**src/rtl/memory_stage.sv**
```systemverilog
// memory_stage: SPARC load/store memory-access stage.
// Accepts one executed instruction at a time. Aligned loads and stores run a
// request/acknowledge transaction on the data bus. Misaligned accesses and
// non-memory results produce a writeback packet on the next cycle without
// touching the bus. Lane numbering is big-endian: byte offset 0 = bits 31:24.
module memory_stage #(
   parameter int ADDR_WIDTH = 32,
   parameter int DATA_WIDTH = 32
) (
   input  logic                  clk,
   input  logic                  reset,
   input  logic                  in_valid,
   input  logic [DATA_WIDTH-1:0] in_alures,
   input  logic [DATA_WIDTH-1:0] in_valD,
   input  logic [4:0]            in_rd,
   input  logic [1:0]            in_op,
   input  logic [2:0]            in_op2,
   input  logic [5:0]            in_op3,
   output logic                  mem_ready,
   output logic                  dmem_req,
   output logic                  dmem_we,
   output logic [ADDR_WIDTH-1:0] dmem_addr,
   output logic [DATA_WIDTH-1:0] dmem_wdata,
   output logic [3:0]            dmem_be,
   input  logic                  dmem_ack,
   input  logic [DATA_WIDTH-1:0] dmem_rdata,
   output logic                  wb_valid,
   output logic                  wb_we,
   output logic [4:0]            wb_rd,
   output logic [DATA_WIDTH-1:0] wb_data,
   output logic                  wb_exc
);

   typedef enum logic [1:0] {S_IDLE, S_BUS, S_RESP} state_t;

   localparam logic [1:0] SZ_BYTE = 2'd0;
   localparam logic [1:0] SZ_HALF = 2'd1;
   localparam logic [1:0] SZ_WORD = 2'd2;

   // Byte enables for an access of the given size at the given byte offset.
   function automatic logic [3:0] f_byte_en(input logic [1:0] size, input logic [1:0] off);
      logic [3:0] be;
      case (size)
         SZ_BYTE: be = 4'b1000 >> off;
         SZ_HALF: be = off[1] ? 4'b0011 : 4'b1100;
         default: be = 4'b1111;
      endcase
      return be;
   endfunction

   // Store data replicated across every lane so the slave only needs the enables.
   function automatic logic [DATA_WIDTH-1:0] f_store_data(input logic [1:0] size,
                                                          input logic [DATA_WIDTH-1:0] data);
      logic [DATA_WIDTH-1:0] wd;
      case (size)
         SZ_BYTE: wd = {4{data[7:0]}};
         SZ_HALF: wd = {2{data[15:0]}};
         default: wd = data;
      endcase
      return wd;
   endfunction

   // Pick the addressed byte/halfword out of the bus word and extend it.
   function automatic logic [DATA_WIDTH-1:0] f_load_extract(input logic [DATA_WIDTH-1:0] rdata,
                                                            input logic [1:0] size,
                                                            input logic       sgn,
                                                            input logic [1:0] off);
      logic signed [7:0]     b;
      logic signed [15:0]    h;
      logic [DATA_WIDTH-1:0] res;
      case (off)
         2'd0:    b = rdata[31:24];
         2'd1:    b = rdata[23:16];
         2'd2:    b = rdata[15:8];
         default: b = rdata[7:0];
      endcase
      h = off[1] ? rdata[15:0] : rdata[31:16];
      case (size)
         SZ_BYTE: res = sgn ? {{24{b[7]}}, b} : {24'd0, b};
         SZ_HALF: res = sgn ? {{16{h[15]}}, h} : {16'd0, h};
         default: res = rdata;
      endcase
      return res;
   endfunction

   state_t                r_state;
   logic                  r_dmem_req;
   logic                  r_dmem_we;
   logic [ADDR_WIDTH-1:0] r_dmem_addr;
   logic [DATA_WIDTH-1:0] r_dmem_wdata;
   logic [3:0]            r_dmem_be;
   logic                  r_wb_valid;
   logic                  r_wb_we;
   logic [4:0]            r_wb_rd;
   logic [DATA_WIDTH-1:0] r_wb_data;
   logic                  r_wb_exc;
   logic                  r_load;
   logic [1:0]            r_size;
   logic                  r_sign;
   logic [1:0]            r_off;
   logic [4:0]            r_rd;

   logic                  w_is_mem;
   logic                  w_supported;
   logic                  w_load;
   logic [1:0]            w_size;
   logic                  w_sign;
   logic                  w_misaligned;

   // Decode the incoming opcode into access kind, size, signedness and alignment.
   always_comb begin
      w_is_mem    = (in_op == 2'b11);
      w_supported = 1'b1;
      w_load      = 1'b0;
      w_size      = SZ_WORD;
      w_sign      = 1'b0;
      case (in_op3)
         6'b000000: begin w_load = 1'b1; w_size = SZ_WORD; end
         6'b000001: begin w_load = 1'b1; w_size = SZ_BYTE; end
         6'b000010: begin w_load = 1'b1; w_size = SZ_HALF; end
         6'b001001: begin w_load = 1'b1; w_size = SZ_BYTE; w_sign = 1'b1; end
         6'b001010: begin w_load = 1'b1; w_size = SZ_HALF; w_sign = 1'b1; end
         6'b000100: w_size = SZ_WORD;
         6'b000101: w_size = SZ_BYTE;
         6'b000110: w_size = SZ_HALF;
         default:   w_supported = 1'b0;
      endcase
      w_misaligned = ((w_size == SZ_WORD) && (in_alures[1:0] != 2'b00)) ||
                     ((w_size == SZ_HALF) && in_alures[0]);
   end

   // Stage FSM with all bus and writeback outputs registered.
   always_ff @(posedge clk) begin
      if (!reset) begin
         r_state      <= S_IDLE;
         r_dmem_req   <= 1'b0;
         r_dmem_we    <= 1'b0;
         r_dmem_addr  <= '0;
         r_dmem_wdata <= '0;
         r_dmem_be    <= '0;
         r_wb_valid   <= 1'b0;
         r_wb_we      <= 1'b0;
         r_wb_rd      <= '0;
         r_wb_data    <= '0;
         r_wb_exc     <= 1'b0;
         r_load       <= 1'b0;
         r_size       <= SZ_WORD;
         r_sign       <= 1'b0;
         r_off        <= '0;
         r_rd         <= '0;
      end else begin
         r_wb_valid <= 1'b0;
         case (r_state)
            S_IDLE: begin
               if (in_valid) begin
                  if (w_is_mem && w_supported && !w_misaligned) begin
                     r_state      <= S_BUS;
                     r_dmem_req   <= 1'b1;
                     r_dmem_we    <= !w_load;
                     r_dmem_addr  <= {in_alures[ADDR_WIDTH-1:2], 2'b00};
                     r_dmem_wdata <= f_store_data(w_size, in_valD);
                     r_dmem_be    <= f_byte_en(w_size, in_alures[1:0]);
                     r_load       <= w_load;
                     r_size       <= w_size;
                     r_sign       <= w_sign;
                     r_off        <= in_alures[1:0];
                     r_rd         <= in_rd;
                  end else begin
                     r_wb_valid <= 1'b1;
                     r_wb_rd    <= in_rd;
                     r_wb_data  <= in_alures;
                     r_wb_exc   <= 1'b0;
                     r_wb_we    <= 1'b0;
                     if (w_is_mem) begin
                        r_wb_exc <= w_supported && w_misaligned;
                     end else if (in_op == 2'b10) begin
                        r_wb_we <= (in_rd != 5'd0);
                     end else if (in_op == 2'b01) begin
                        r_wb_rd <= 5'd15;
                        r_wb_we <= 1'b1;
                     end else if (in_op2 == 3'b100) begin
                        r_wb_we <= (in_rd != 5'd0);
                     end
                  end
               end
            end
            S_BUS: begin
               if (dmem_ack) begin
                  r_state    <= S_RESP;
                  r_dmem_req <= 1'b0;
                  r_dmem_we  <= 1'b0;
                  r_wb_valid <= 1'b1;
                  r_wb_exc   <= 1'b0;
                  r_wb_rd    <= r_rd;
                  r_wb_we    <= r_load && (r_rd != 5'd0);
                  r_wb_data  <= r_load ? f_load_extract(dmem_rdata, r_size, r_sign, r_off) : '0;
               end
            end
            default: begin
               r_state <= S_IDLE;
            end
         endcase
      end
   end

   assign mem_ready  = (r_state == S_IDLE);
   assign dmem_req   = r_dmem_req;
   assign dmem_we    = r_dmem_we;
   assign dmem_addr  = r_dmem_addr;
   assign dmem_wdata = r_dmem_wdata;
   assign dmem_be    = r_dmem_be;
   assign wb_valid   = r_wb_valid;
   assign wb_we      = r_wb_we;
   assign wb_rd      = r_wb_rd;
   assign wb_data    = r_wb_data;
   assign wb_exc     = r_wb_exc;

endmodule
```
**config.mk**
```make
export PLATFORM = sky130hd
export DESIGN_NAME = memory_stage
export DESIGN_NICKNAME = d
export VERILOG_FILES = /design/src/rtl/memory_stage.sv
export SDC_FILE = /design/constraint.sdc
export NUM_CORES = 1
export LEC_CHECK = 0
export ABC_AREA = 1
export ABC_CLOCK_PERIOD_IN_PS = 4700
export BUFFER_PORTS_ARGS = -buffer_cell sky130_fd_sc_hd__buf_4
export CAP_MARGIN = 20
export CELL_PAD_IN_SITES_DETAIL_PLACEMENT = 2
export CELL_PAD_IN_SITES_GLOBAL_PLACEMENT = 2
export CORE_ASPECT_RATIO = 2
export CORE_MARGIN = 8
export CORE_UTILIZATION = 27
export DETAILED_ROUTE_END_ITERATION = 8
export PLACE_DENSITY = 0.82
export SKIP_CTS_REPAIR_TIMING = 1
export SLEW_MARGIN = 20
export SYNTH_ARGS = -nofsm -noshare
export SYNTH_HDL_FRONTEND = slang
export SYNTH_SLANG_ARGS = --single-unit
```
**constraint.sdc**
```tcl
create_clock -name clk -period 4.7 [get_ports clk]
set_clock_uncertainty 0.1 [all_clocks]
set_input_delay 0.47 -clock clk [delete_from_list [all_inputs] [get_ports clk]]
set_output_delay 0.47 -clock clk [all_outputs]
set_load 0.05 [all_outputs]
```
=== Word level (Yosys, flattened, before mapping) ===
Cells that the tools add are included.

* Equal/unequal tests: 21
* Shift operators: 1
* Multiplexer cells: 51
* Reduce and logical (&&, ||, !) cells: 27

{| class="wikitable"
|+ Operators with widths
! kind !! number
|-
| two-way mux 32 bit || 6
|-
| case mux 32 bit (2 select lines) || 3
|-
| two-way mux 5 bit || 6
|-
| case mux 8 bit (3 select lines) || 1
|-
| two-way mux 1 bit || 21
|-
| equality test 6 x 3 -> 1 bit (second input constant) || 3
|-
| two-way mux 16 bit || 1
|-
| equality test 6 x 4 -> 1 bit (second input constant) || 2
|-
| equality test 2 x 1 -> 1 bit (second input constant) || 5
|-
| case mux 1 bit (2 select lines) || 5
|-
| case mux 5 bit (2 select lines) || 1
|-
| nonzero test 5 bit || 2
|-
| equality test 2 bit (second input constant) || 4
|-
| zero test 2 bit || 4
|-
| case mux 2 bit (2 select lines) || 2
|-
| case mux 4 bit (2 select lines) || 1
|-
| AND reduction 4 bit || 2
|-
| OR reduction 8 bit || 1
|-
| equality test 6 x 1 -> 1 bit (second input constant) || 1
|-
| equality test 6 x 2 -> 1 bit (second input constant) || 1
|-
| logical AND 1 bit || 6
|-
| zero test 6 bit || 1
|-
| two-way mux 2 bit || 3
|-
| != test 2 bit (second input constant) || 3
|-
| 11 further kinds || 15
|}

* Bits in registers: 121
* Input port bits: 116
* Output and inout bits: 111
* Logic and storage cells: 116

=== Longest topological paths before layout ===
* Depth in word-level cells: 11
* Mapped depth: 13

=== Least setup slack after synthesis ===
OpenSTA, ideal clock, no wires.

* Path kind: reg-to-reg
* From: register r_state[0]
* To: register r_wb_data[25], in the netlist wb_data[25]
* Setup time: 0.113 ns
* Arrival: 1.789 ns
* Data required time: 4.487 ns
* Setup slack: 2.699 ns
* Stages on the path, launching flop included: 12
* Period minus slack after synthesis: 2.001 ns
* Path through: dfxtp_1 > nor2_2 > inv_2 > nor2_1 > inv_2 > o21ai_2 > nor2_2 > nand2_2 > buf_2 > nand2_1 > nand2_1 > nor2_1

* Word-level cells in the longest chain between the ends: 3

{| class="wikitable"
|+ RTL lines
! what !! RTL line !! text
|-
| start: declaration || 86 || <nowiki>state_t r_state;</nowiki>
|-
| start signal: assignment || 135 || <nowiki>r_state <= S_IDLE;</nowiki>
|-
| start signal: assignment || 157 || <nowiki>r_state <= S_BUS;</nowiki>
|-
| start signal: assignment || 189 || <nowiki>r_state <= S_RESP;</nowiki>
|-
| zero test 2 bit (*) || -- ||
|-
| named net mem_ready || 19 || <nowiki>output logic mem_ready,</nowiki>
|-
| != test 2 bit (no source line) / nonzero test 2 bit (equally long branches) || -- ||
|-
| AND reduction 4 bit (no source line) || -- ||
|-
| end signal: assignment || 171 || <nowiki>r_wb_data <= in_alures;</nowiki>
|-
| end signal: assignment || 196 || <nowiki>r_wb_data <= r_load ? f_load_extract(dmem_rdata, r_size, r_sign, r_off) : '0;</nowiki>
|-
| end: declaration || 95 || <nowiki>logic [DATA_WIDTH-1:0] r_wb_data;</nowiki>
|}

The timed path passes the listed nets; every way through them passes the cells marked *.
A chain may end at the register's enable or synchronous reset.

=== Worst setup path in the final report ===
* From: register r_state[1]
* To: register r_wb_rd[1], in the netlist wb_rd[1]

* Word-level cells in the longest chain between the ends: 3

{| class="wikitable"
|+ RTL lines
! what !! RTL line !! text
|-
| equality test 2 x 1 -> 1 bit / zero test 2 bit (equally long branches) || 153 || <nowiki>case (r_state)</nowiki>
|-
| != test 2 bit (no source line) / nonzero test 2 bit (equally long branches) || -- ||
|-
| AND reduction 4 bit (no source line) || -- ||
|-
| end signal: assignment || 170 || <nowiki>r_wb_rd <= in_rd;</nowiki>
|-
| end signal: assignment || 194 || <nowiki>r_wb_rd <= r_rd;</nowiki>
|-
| end: declaration || 94 || <nowiki>logic [4:0] r_wb_rd;</nowiki>
|}

Several ways; a longest one is shown, not always the timed one.

==> results_dict.tcl <==
set metrics [dict create \
    core-area_um2 23130 \
    drt_iter0_drc 245 \
    root_buffer "clkbuf_16" \
    grt_pass1_vias 8171 \
    fmaxAchievable_mhz 301.4 \
    cp.arrival_ns 3.59 \
    start_util 0.2722 \
    clk_latency_ns 0.43 \
    die_y_um 231.9 \
    fin_crit_sh 0.7059 \
    drive_gt1_frac 0.2454 \
    dr.pass1.iters 4 \
    wl_mm 30.18 \
    ios 227 \
    setup_tns_ns 0 \
    finalHoldViolations 0 \
    cp_top_family "simple AND/OR/NAND/NOR gates" \
    rsz0062_at_grt "no" \
    avgSynthCellArea_um2 6.358 \
    ir_worst_vdd_uv 230.8 \
    syn-cell-area_um2 6295 \
    netlist.area_leader.share 0.3848 \
    power_frac_comb 0.190 \
    path_max_fanout 53 \
    drv_cap 0 \
    synth.distinct_cells 28 \
    ys_seq_elements 121 \
    ys.flop_type "dfxtp_1" \
    clockBufferDepth 2 \
    power.switching_mw 0.9296 \
    synth_most_common_cell "nand2_1" \
    io_buffers 224 \
    min_period_ns 3.318 \
    yosysTopAreaCell "dfxtp_1" \
    synth_top_cells_by_area "dfxtp_1 38%, nand2_1 19%, a21oi_1 8.6%, nand3_1 8.3%, nor2_1 6.6%" \
    relSlewSlack 0.2936 \
    powerDensity_nw_per_um2 352.3 \
    slowest_stage "nand2_2" \
    cts_tree "built" \
    start_kind "flop" \
    max_stage_delay_ns 0.75 \
    p_sw_frac 0.3046 \
    place.gp.congestion 0.8131 \
    num_vias 7357 \
    criticalPathCategory "reg2reg" \
    hpwl_mm 22.60 \
    leakage_nw 4.008 \
    status "finished, final reports clean" \
    ant_nets 0 \
    clk_pin_slew_ns 0.06 \
    drv_slew 0 \
    die_w_um 124.0 \
    path_buf_inv 2 \
    final_nets 1293 \
    antenna_found_initial 0 \
    setup_viol_count_final 0 \
    globalRoute.totalOverflow 0 \
    cts_max_level 4 \
    drc_errors 0 \
    clkPwrFrac 0.453 \
    grt_max_degree 79 \
    area_growth_pct 37.61 \
    async_flop_share 0 \
    dieArea_um2 28750 \
    clock-sinks 121 \
    end_kind "flop" \
    seqPwrFrac 0.357 \
    antennaDiodeCount 0 \
    path_cells "nor2_1, inv_2, o21ai_2, nor2_2, nand2_2, inv_2, nor2_1, nor2_1" \
    total_power_mw 3.052 \
    routedWlPerCell_um 20.49 \
    syn_inst 990 \
    grt_usage 0.2134 \
    crit_top_cell "nor2_1" \
    nFillCells 2873 \
    p_int_mw 2.122 \
    core.rowCount 79 \
    synth_edf_count 0 \
    regToRegSetupSlack_ns 1.38 \
    routed_via_density 4.995 \
    fin_util 0.3745 \
    synth_warnings 0 \
    tightestPinTransition_ns 1.058 \
    crit_required_ns 4.97 \
    seq_area_frac_synth 0.3848 \
    min_path_type "in2reg" \
    whs_ns 0.1853 \
    grt_pass1_wl_mm 46.01 \
    synth_common_cells "321 x nand2_1, 121 x dfxtp_1, 110 x nor2_1, 108 x a21oi_1, 105 x nand3_1" \
    numCtsBuffers 17 \
]
metrics by stage:
stage / setup WS [ns] / instances / cell area (µm²)
4_1_cts: 1.325 / 1473 / 8662
3_3_place_gp: 1.188 / 1441 / 8048
3_5_place_dp: 1.106 / 1441 / 8048
6_report: 1.382 / 1473 / 8662
2_1_floorplan: 2.699 / 991 / 6299
5_1_grt: 1.052 / 1473 / 8662
path summary, 6_finish.rpt:
check,start,end,depth (start not counted)
setup / recovery,r_state[1],wb_rd[1],8
hold / removal,dmem_ack,r_state[1],3
setup reg to reg,r_state[1],wb_rd[1],8
hold reg to reg,dmem_req,dmem_req,2
metal layers:
layer | global-route usage | vias up | share of wire
li1 | - | 3531 | -
met1 | 0.1883 | 3593 | 0.33
met2 | 0.4266 | 184 | 0.59
met3 | 0.04895 | 49 | 0.051
met4 | 0.1010 | 0 | 0.037
met5 | 0 | - | 0
power by group through the flow:
stage | Combinational, mW | Clock, mW | Sequential, mW
after global routing | 0.626 | 1.46 | 1.09
after floorplan | 0.215 | 0 | 1.24
after global placement | 0.578 | 0 | 1.11
final | 0.580 | 1.38 | 1.09
after CTS | 0.591 | 1.42 | 1.09
after detailed placement | 0.587 | 0 | 1.11
tightest hold or removal path, stage by stage:
cell and delay [ns]:
buf_4 0.09, nand2_1 0.05, nor2_1 0.07
cells by family after synthesis:
kind of cell           synth area share
buffers and inverters            0.1022
AND/OR/NAND/NOR                  0.3626
AO/OA/AOI/OAI                    0.1499
other                         0.0005957
flip-flops                       0.3848
cell usage in the layout, fill, tap and decap left out, drive strengths merged, types with 2 or more instances in the layout:
| cell type | count |
|---|---|
| nand3 | 107 |
| bufinv | 3 |
| a21oi | 109 |
| nand4 | 3 |
| o211ai | 24 |
| clkbuf | 21 |
| inv | 81 |
| a21boi | 5 |
| nor2 | 117 |
| o21ai | 30 |
| clkinv | 7 |
| buf | 231 |
| nand2 | 326 |
| dfxtp | 121 |
| conb | 2 |
sequential cells by signal (all words and copies together) (netlist names):
name,flops
dmem_wdata,32
wb_data,32
dmem_addr,30
r_rd,5
wb_rd,5
dmem_be,4
r_off,2
r_size,2
r_state,2
dmem_req,1
dmem_we,1
r_load,1
r_sign,1
wb_exc,1
wb_valid,1
wb_we,1
layout make-up:
type / count / area (µm²) / share of cell area
multi-input combinational: 725 / 3233 / 0.3732
sequential: 121 / 2422 / 0.2796
timing repair buffer: 231 / 1734 / 0.2002
clock buffer: 21 / 470.5 / 0.05431
tap: 283 / 354.1 / 0.04088
inverter: 81 / 304.0 / 0.03510
clock inverter: 11 / 143.9 / 0.01661
Power figures use the tool's default switching activity.
